File: src/rtl/crc_mem_pkg.sv
// Shared types for the crc_mem write scheduler and its error monitor.
package crc_mem_pkg;

  typedef enum logic [1:0] {
    S_IDLE   = 2'd0,
    S_WRITE  = 2'd1,
    S_SETTLE = 2'd2
  } sched_state_e;

  // Which requester (0 or 1) owns a write.
  typedef logic owner_t;

  localparam int SETTLE_W = 4;

endpackage

File: src/rtl/crc_err_event_cnt.sv
// Error event monitor: rising-edge detect on err_detected while the memory is
// quiet, saturating detected/uncorrected counters, sticky alarm, owner capture.
module crc_err_event_cnt
  import crc_mem_pkg::*;
#(
  parameter int CNT_W        = 8,
  parameter int ALARM_THRESH = 1
) (
  input  logic             clk,
  input  logic             rst,
  input  logic             i_idle,
  input  logic             i_det,
  input  logic             i_corr,
  input  logic             i_clr,
  input  owner_t           i_last_owner,
  output owner_t           o_err_owner,
  output logic [CNT_W-1:0] o_cnt_det,
  output logic [CNT_W-1:0] o_cnt_unc,
  output logic             o_alarm
);

  localparam logic [CNT_W-1:0] THRESH = CNT_W'(ALARM_THRESH);

  logic             r_det_prev;
  logic [CNT_W-1:0] r_cnt_det;
  logic [CNT_W-1:0] r_cnt_unc;
  logic             r_alarm;
  owner_t           r_err_owner;

  logic             w_event;
  logic             w_unc_event;
  logic [CNT_W-1:0] w_det_next;
  logic [CNT_W-1:0] w_unc_next;

  // A new event is a 0->1 on err_detected, only while no write is settling.
  assign w_event     = i_idle && i_det && !r_det_prev;
  assign w_unc_event = w_event && !i_corr;
  assign w_det_next  = (r_cnt_det == '1) ? r_cnt_det : r_cnt_det + 1'b1;
  assign w_unc_next  = (r_cnt_unc == '1) ? r_cnt_unc : r_cnt_unc + 1'b1;

  // Edge-detect history; held at 0 outside IDLE so each write re-arms it.
  always_ff @(posedge clk) begin
    if (rst)         r_det_prev <= 1'b0;
    else if (i_idle) r_det_prev <= i_det;
    else             r_det_prev <= 1'b0;
  end

  // Counters, alarm and owner capture; clear beats a coincident event.
  always_ff @(posedge clk) begin
    if (rst) begin
      r_cnt_det   <= '0;
      r_cnt_unc   <= '0;
      r_alarm     <= 1'b0;
      r_err_owner <= 1'b0;
    end else if (i_clr) begin
      r_cnt_det <= '0;
      r_cnt_unc <= '0;
      r_alarm   <= 1'b0;
    end else if (w_event) begin
      r_cnt_det   <= w_det_next;
      r_err_owner <= i_last_owner;
      if (w_unc_event) begin
        r_cnt_unc <= w_unc_next;
        if (w_unc_next >= THRESH) r_alarm <= 1'b1;
      end
    end
  end

  assign o_cnt_det   = r_cnt_det;
  assign o_cnt_unc   = r_cnt_unc;
  assign o_alarm     = r_alarm;
  assign o_err_owner = r_err_owner;

endmodule

File: src/rtl/crc_mem_wr_sched.sv
// Round-robin write scheduler for one crc_mem write port. Accepts one write,
// pulses mem_wr for a cycle, then waits for the CRC check to settle.
module crc_mem_wr_sched
  import crc_mem_pkg::*;
#(
  parameter int DATA_WIDTH   = 32,
  parameter int SETTLE_CYC   = 2,
  parameter int CNT_W        = 8,
  parameter int ALARM_THRESH = 1
) (
  input  logic                  clk,
  input  logic                  rst,
  input  logic                  req0_valid,
  input  logic [DATA_WIDTH-1:0] req0_data,
  output logic                  req0_ready,
  input  logic                  req1_valid,
  input  logic [DATA_WIDTH-1:0] req1_data,
  output logic                  req1_ready,
  output logic                  mem_wr,
  output logic [DATA_WIDTH-1:0] mem_data_in,
  input  logic                  mem_err_detected,
  input  logic                  mem_err_corrected,
  input  logic                  err_clr,
  output logic                  busy,
  output logic                  last_owner,
  output logic                  err_owner,
  output logic [CNT_W-1:0]      err_cnt_det,
  output logic [CNT_W-1:0]      err_cnt_unc,
  output logic                  alarm
);

  localparam logic [SETTLE_W-1:0] SETTLE_INIT = SETTLE_W'(SETTLE_CYC - 1);

  sched_state_e          r_state;
  logic                  r_ptr;
  owner_t                r_last_owner;
  logic [DATA_WIDTH-1:0] r_data;
  logic [SETTLE_W-1:0]   r_settle;

  logic w_idle;
  logic w_gnt0;
  logic w_gnt1;
  logic w_acc0;
  logic w_acc1;

  // Lone requester wins; on contention the round-robin pointer decides.
  assign w_idle     = (r_state == S_IDLE);
  assign w_gnt1     = req1_valid && (!req0_valid || r_ptr);
  assign w_gnt0     = req0_valid && !w_gnt1;
  assign req0_ready = !rst && w_idle && w_gnt0;
  assign req1_ready = !rst && w_idle && w_gnt1;
  assign w_acc0     = req0_valid && req0_ready;
  assign w_acc1     = req1_valid && req1_ready;

  // Scheduler FSM: capture on handshake, one-cycle write, settle countdown.
  always_ff @(posedge clk) begin
    if (rst) begin
      r_state      <= S_IDLE;
      r_ptr        <= 1'b0;
      r_last_owner <= 1'b0;
      r_data       <= '0;
      r_settle     <= '0;
    end else begin
      case (r_state)
        S_IDLE: begin
          if (w_acc0 || w_acc1) begin
            r_data       <= w_acc1 ? req1_data : req0_data;
            r_last_owner <= w_acc1;
            r_ptr        <= !w_acc1;
            r_state      <= S_WRITE;
          end
        end
        S_WRITE: begin
          r_settle <= SETTLE_INIT;
          r_state  <= S_SETTLE;
        end
        S_SETTLE: begin
          if (r_settle == '0) r_state <= S_IDLE;
          else                r_settle <= r_settle - 1'b1;
        end
        default: r_state <= S_IDLE;
      endcase
    end
  end

  assign mem_wr      = (r_state == S_WRITE);
  assign mem_data_in = r_data;
  assign busy        = !w_idle;
  assign last_owner  = r_last_owner;

  crc_err_event_cnt #(
    .CNT_W        (CNT_W),
    .ALARM_THRESH (ALARM_THRESH)
  ) u_err_cnt (
    .clk          (clk),
    .rst          (rst),
    .i_idle       (w_idle),
    .i_det        (mem_err_detected),
    .i_corr       (mem_err_corrected),
    .i_clr        (err_clr),
    .i_last_owner (r_last_owner),
    .o_err_owner  (err_owner),
    .o_cnt_det    (err_cnt_det),
    .o_cnt_unc    (err_cnt_unc),
    .o_alarm      (alarm)
  );

endmodule

File: config.mk
export PLATFORM = sky130hd
export DESIGN_NAME = crc_mem_wr_sched
export DESIGN_NICKNAME = d
export VERILOG_FILES = /design/src/rtl/crc_mem_pkg.sv /design/src/rtl/crc_err_event_cnt.sv /design/src/rtl/crc_mem_wr_sched.sv
export SDC_FILE = /design/constraint.sdc
export NUM_CORES = 1
export LEC_CHECK = 0
export CAP_MARGIN = 20
export CORE_UTILIZATION = 37
export DETAILED_ROUTE_END_ITERATION = 16
export PLACE_DENSITY = 0.75
export SLEW_MARGIN = 10
export SYNTH_ARGS = -nofsm -noshare
export SYNTH_HDL_FRONTEND = slang
export SYNTH_SLANG_ARGS = --single-unit
File: constraint.sdc
create_clock -name clk -period 1.77 [get_ports clk]
set_input_delay 0.177 -clock clk [delete_from_list [all_inputs] [get_ports clk]]
set_output_delay 0.177 -clock clk [all_outputs]
set_load 0.02 [all_outputs]
==> run_results.csv <==
group,metric,value,unit
sta,hold_violations,0,
clocking,cts.sinks,59,
yosys,syn_avg_cell_area,8.481,sq um
clocking,cts_tree,"built",
power,powerDensity,800.4,nW/um^2
sta,post-route-period-util,96.43,%
grt,grt_pass1_wl,12.30,mm
floorplanning,start_util,39.08,%
finish,antenna_cells,0,
yosys,ys_types,47,
placement,dp_hpwl,5.880,mm
setup_path,crit_start,"r_state[0]",
detailed_routing,vias_per_cell,5.113,
setup_path,cp-end-kind,"output port",
detailed_routing,ant_nets,0,
flow_run,maxCapViolations,0,
floorplanning,rows,30,
placement,io_buffers,125,
outcome,outcome,"finished clean",
finish,drive_gt1_share,12.28,%
clocking,clk_pin_slew,0.07,ns
placement,globalplace.congestion,0.8177,
finish,mostFrequentLayoutCells,"121 x clkdlybuf4s50_1, 59 x nand2_1, 58 x dfxtp_1",
sta,fmax,585.9,MHz
floorplanning,ios,126,
floorplanning,core,6944,sq um
detailed_routing,num_vias,2863,
finish,nets,534,
yosys,synth_nets,395,
setup_path,cp.arrival,1.53,ns
finish,layout_commonest_cell,"clkdlybuf4s50_1",
yosys,synth_ff_type,"dfxtp_1",
setup_path,r2r_start,"u_err_cnt.r_det_prev",
clocking,clk_latency,0.33,ns
setup_path,path_class,"flip-flop to output port",
grt,grt-ovfl-total,0,
yosys,synth_seq_cells,59,
yosys,synthArstFlopShare,0,%
sta,rsz0062_at_grt,"true",
hold_path,hp-start,"req1_data[8]",
power,power,0.003571,W
finish,syn_to_final_growth,64.41,%
setup_path,critical_path.max_fanout,4,
sta,slew_headroom,70.90,%
yosys,synth_area_leader_cell,"dfxtp_1",
sta,finClkSkew,0.01023,ns
setup_path,required,1.59,ns
yosys,syn_area,2714,sq um
sta,setup_slack,0.06313,ns
yosys,yosys.area.top_type_share,43.52,%
floorplanning,die_w,87.65,microns
yosys,ys_warn_count,0,
sta,fin_crit,1.707,ns
detailed_routing,wire_per_inst,14.10,microns
power,p_leak,1.674,nW
detailed_routing,first_pass_iters,5,
detailed_routing,finalWirelength,7.894,mm
hold_path,hold_path.class,"input port to flip-flop",
power,peakVddDrop,0.3930,mV
sta,slew_violations,0,
clocking,clock_path_buffers,2,
clocking,cts-root-buf,"clkbuf_8",
clocking,cts_made_buffers,9,
grt,grt.total_usage,20.66,%
sta,setup_viol,0,
sta,worst_pin_slew,0.4353,ns
floorplanning,die_y,87.65,microns
clocking,htreeDepth,3,
placement,place_ws,-0.2898,ns
yosys,synth_area_leaders,"dfxtp_1 44%, a311oi_1 8.7%, nand2_1 8.2%, nor2_1 7.2%, a222oi_1 3.0%",
yosys,ys_seq_area_share,43.52,%
detailed_routing,drc,0,
detailed_routing,drtIter0Drc,129,
yosys,synth-edff-count,0,
grt,antenna_found_initial,0,
grt,grt_pass1_vias,2593,
setup_path,startpoint_type,"flip-flop",
grt,grt_max_degree,31,
yosys,synth_cells,320,
floorplanning,die-area,7682,sq um
## cell usage after synthesis (2+ instances only)
master	n
dfxtp_1	59
nand2_1	59
nor2_1	52
a311oi_1	27
clkbuf_1	16
a222oi_1	8
inv_1	7
nor3_1	7
a21oi_1	6
nand3_1	6
buf_2	5
o211ai_1	5
xnor2_1	5
a211oi_1	4
ha_1	4
and3_1	3
and4_1	3
mux2i_1	3
nand4_1	3
nor4_2	3
o21ai_0	3
a31oi_1	2
inv_2	2
nand2b_1	2
o21ai_1	2
or3_1	2
xor2_1	2
## through the flow
stage	instance area (sq um)	cells	TNS, ns	utilization, %	hold slack, ns
2_1_floorplan	2714	320	0	-	0.2931
4_1_cts	4417	559	0	63.60	0.4045
5_1_grt	4462	560	-0.03303	64.25	0.4144
6_report	4462	560	0	64.25	0.4211
3_5_place_dp	4207	543	-2.699	60.58	0.4745
3_3_place_gp	4207	543	-2.046	60.58	0.4725
## cells by family (layout without fill, tap and decap cells)
group,Yosys count,in the layout,synth area share [%]
compound gates,64,64,19.41
xor+xnor,7,7,2.259
fa+ha+maj,4,4,1.844
buf+inv,31,175,4.795
flops,59,59,43.52
mux,4,4,1.521
simple gates,151,151,26.65
## worst max-delay path, stage by stage, from the launching register on
cell and delay (ns):
dfxtp_1 0.40, buf_4 0.16, or2b_1 0.26, inv_1 0.09
clkdlybuf4s15_1 0.30
## path summary, 6_finish.rpt
kind	endpoint	slack, ns	cells after the start
hold / removal	mem_data_in[8]	0.42	3
setup reg to reg	u_err_cnt.o_cnt_det[5]	0.06	5
setup / recovery	mem_wr	0.06	4
hold reg to reg	u_err_cnt.o_err_owner	0.48	2
## sequential cells by signal, indices dropped and copies added, names as in the netlist
signal	cells
r_ptr	1
last_owner	1
mem_data_in	32
r_state	2
u_err_cnt.o_alarm	1
u_err_cnt.o_cnt_det	8
r_settle	4
u_err_cnt.o_cnt_unc	8
u_err_cnt.o_err_owner	1
u_err_cnt.r_det_prev	1
## power breakdown
group	leakage, nW	internal (W)	switching (W)
Clock	0.110	0.000783	0.000518
Combinational	1.08	0.000434	0.000376
Sequential	0.483	0.00141	0.0000477
Total	1.67	0.00263	0.000941
## cell type report
class                           instances  area [sq um]
Clock buffer                           10         127.6
Clock inverter                          6         80.08
Fill cell                             586          2482
Inverter                                9         33.78
Multi-Input combinational cell        230          1440
Sequential cell                        59          1182
Tap cell                               96         120.1
Timing Repair Buffer                  150          1478
## per-layer routing
| layer | wire (microns) | track usage (%) | vias up |
|---|---|---|---|
| met1 | 3376 | 26.24 | 1316 |
| met2 | 3959 | 33.10 | 90 |
| met4 | 203 | 10.58 | 0 |
| met3 | 355 | 4.430 | 14 |
| li1 | - | - | 1443 |
| met5 | 0 | 0 | - |
## what timing repair did
| item | in CTS | in global routing |
|---|---|---|
| endpoints found under the setup margin | 5 | 14 |
| gates resized for setup | 9 | 7 |
| hold buffers | 0 | 0 |
| buffers inserted | 0 | 1 |
| pin swaps | 1 | 2 |
No activity file was read; power rests on OpenSTA's default activity.
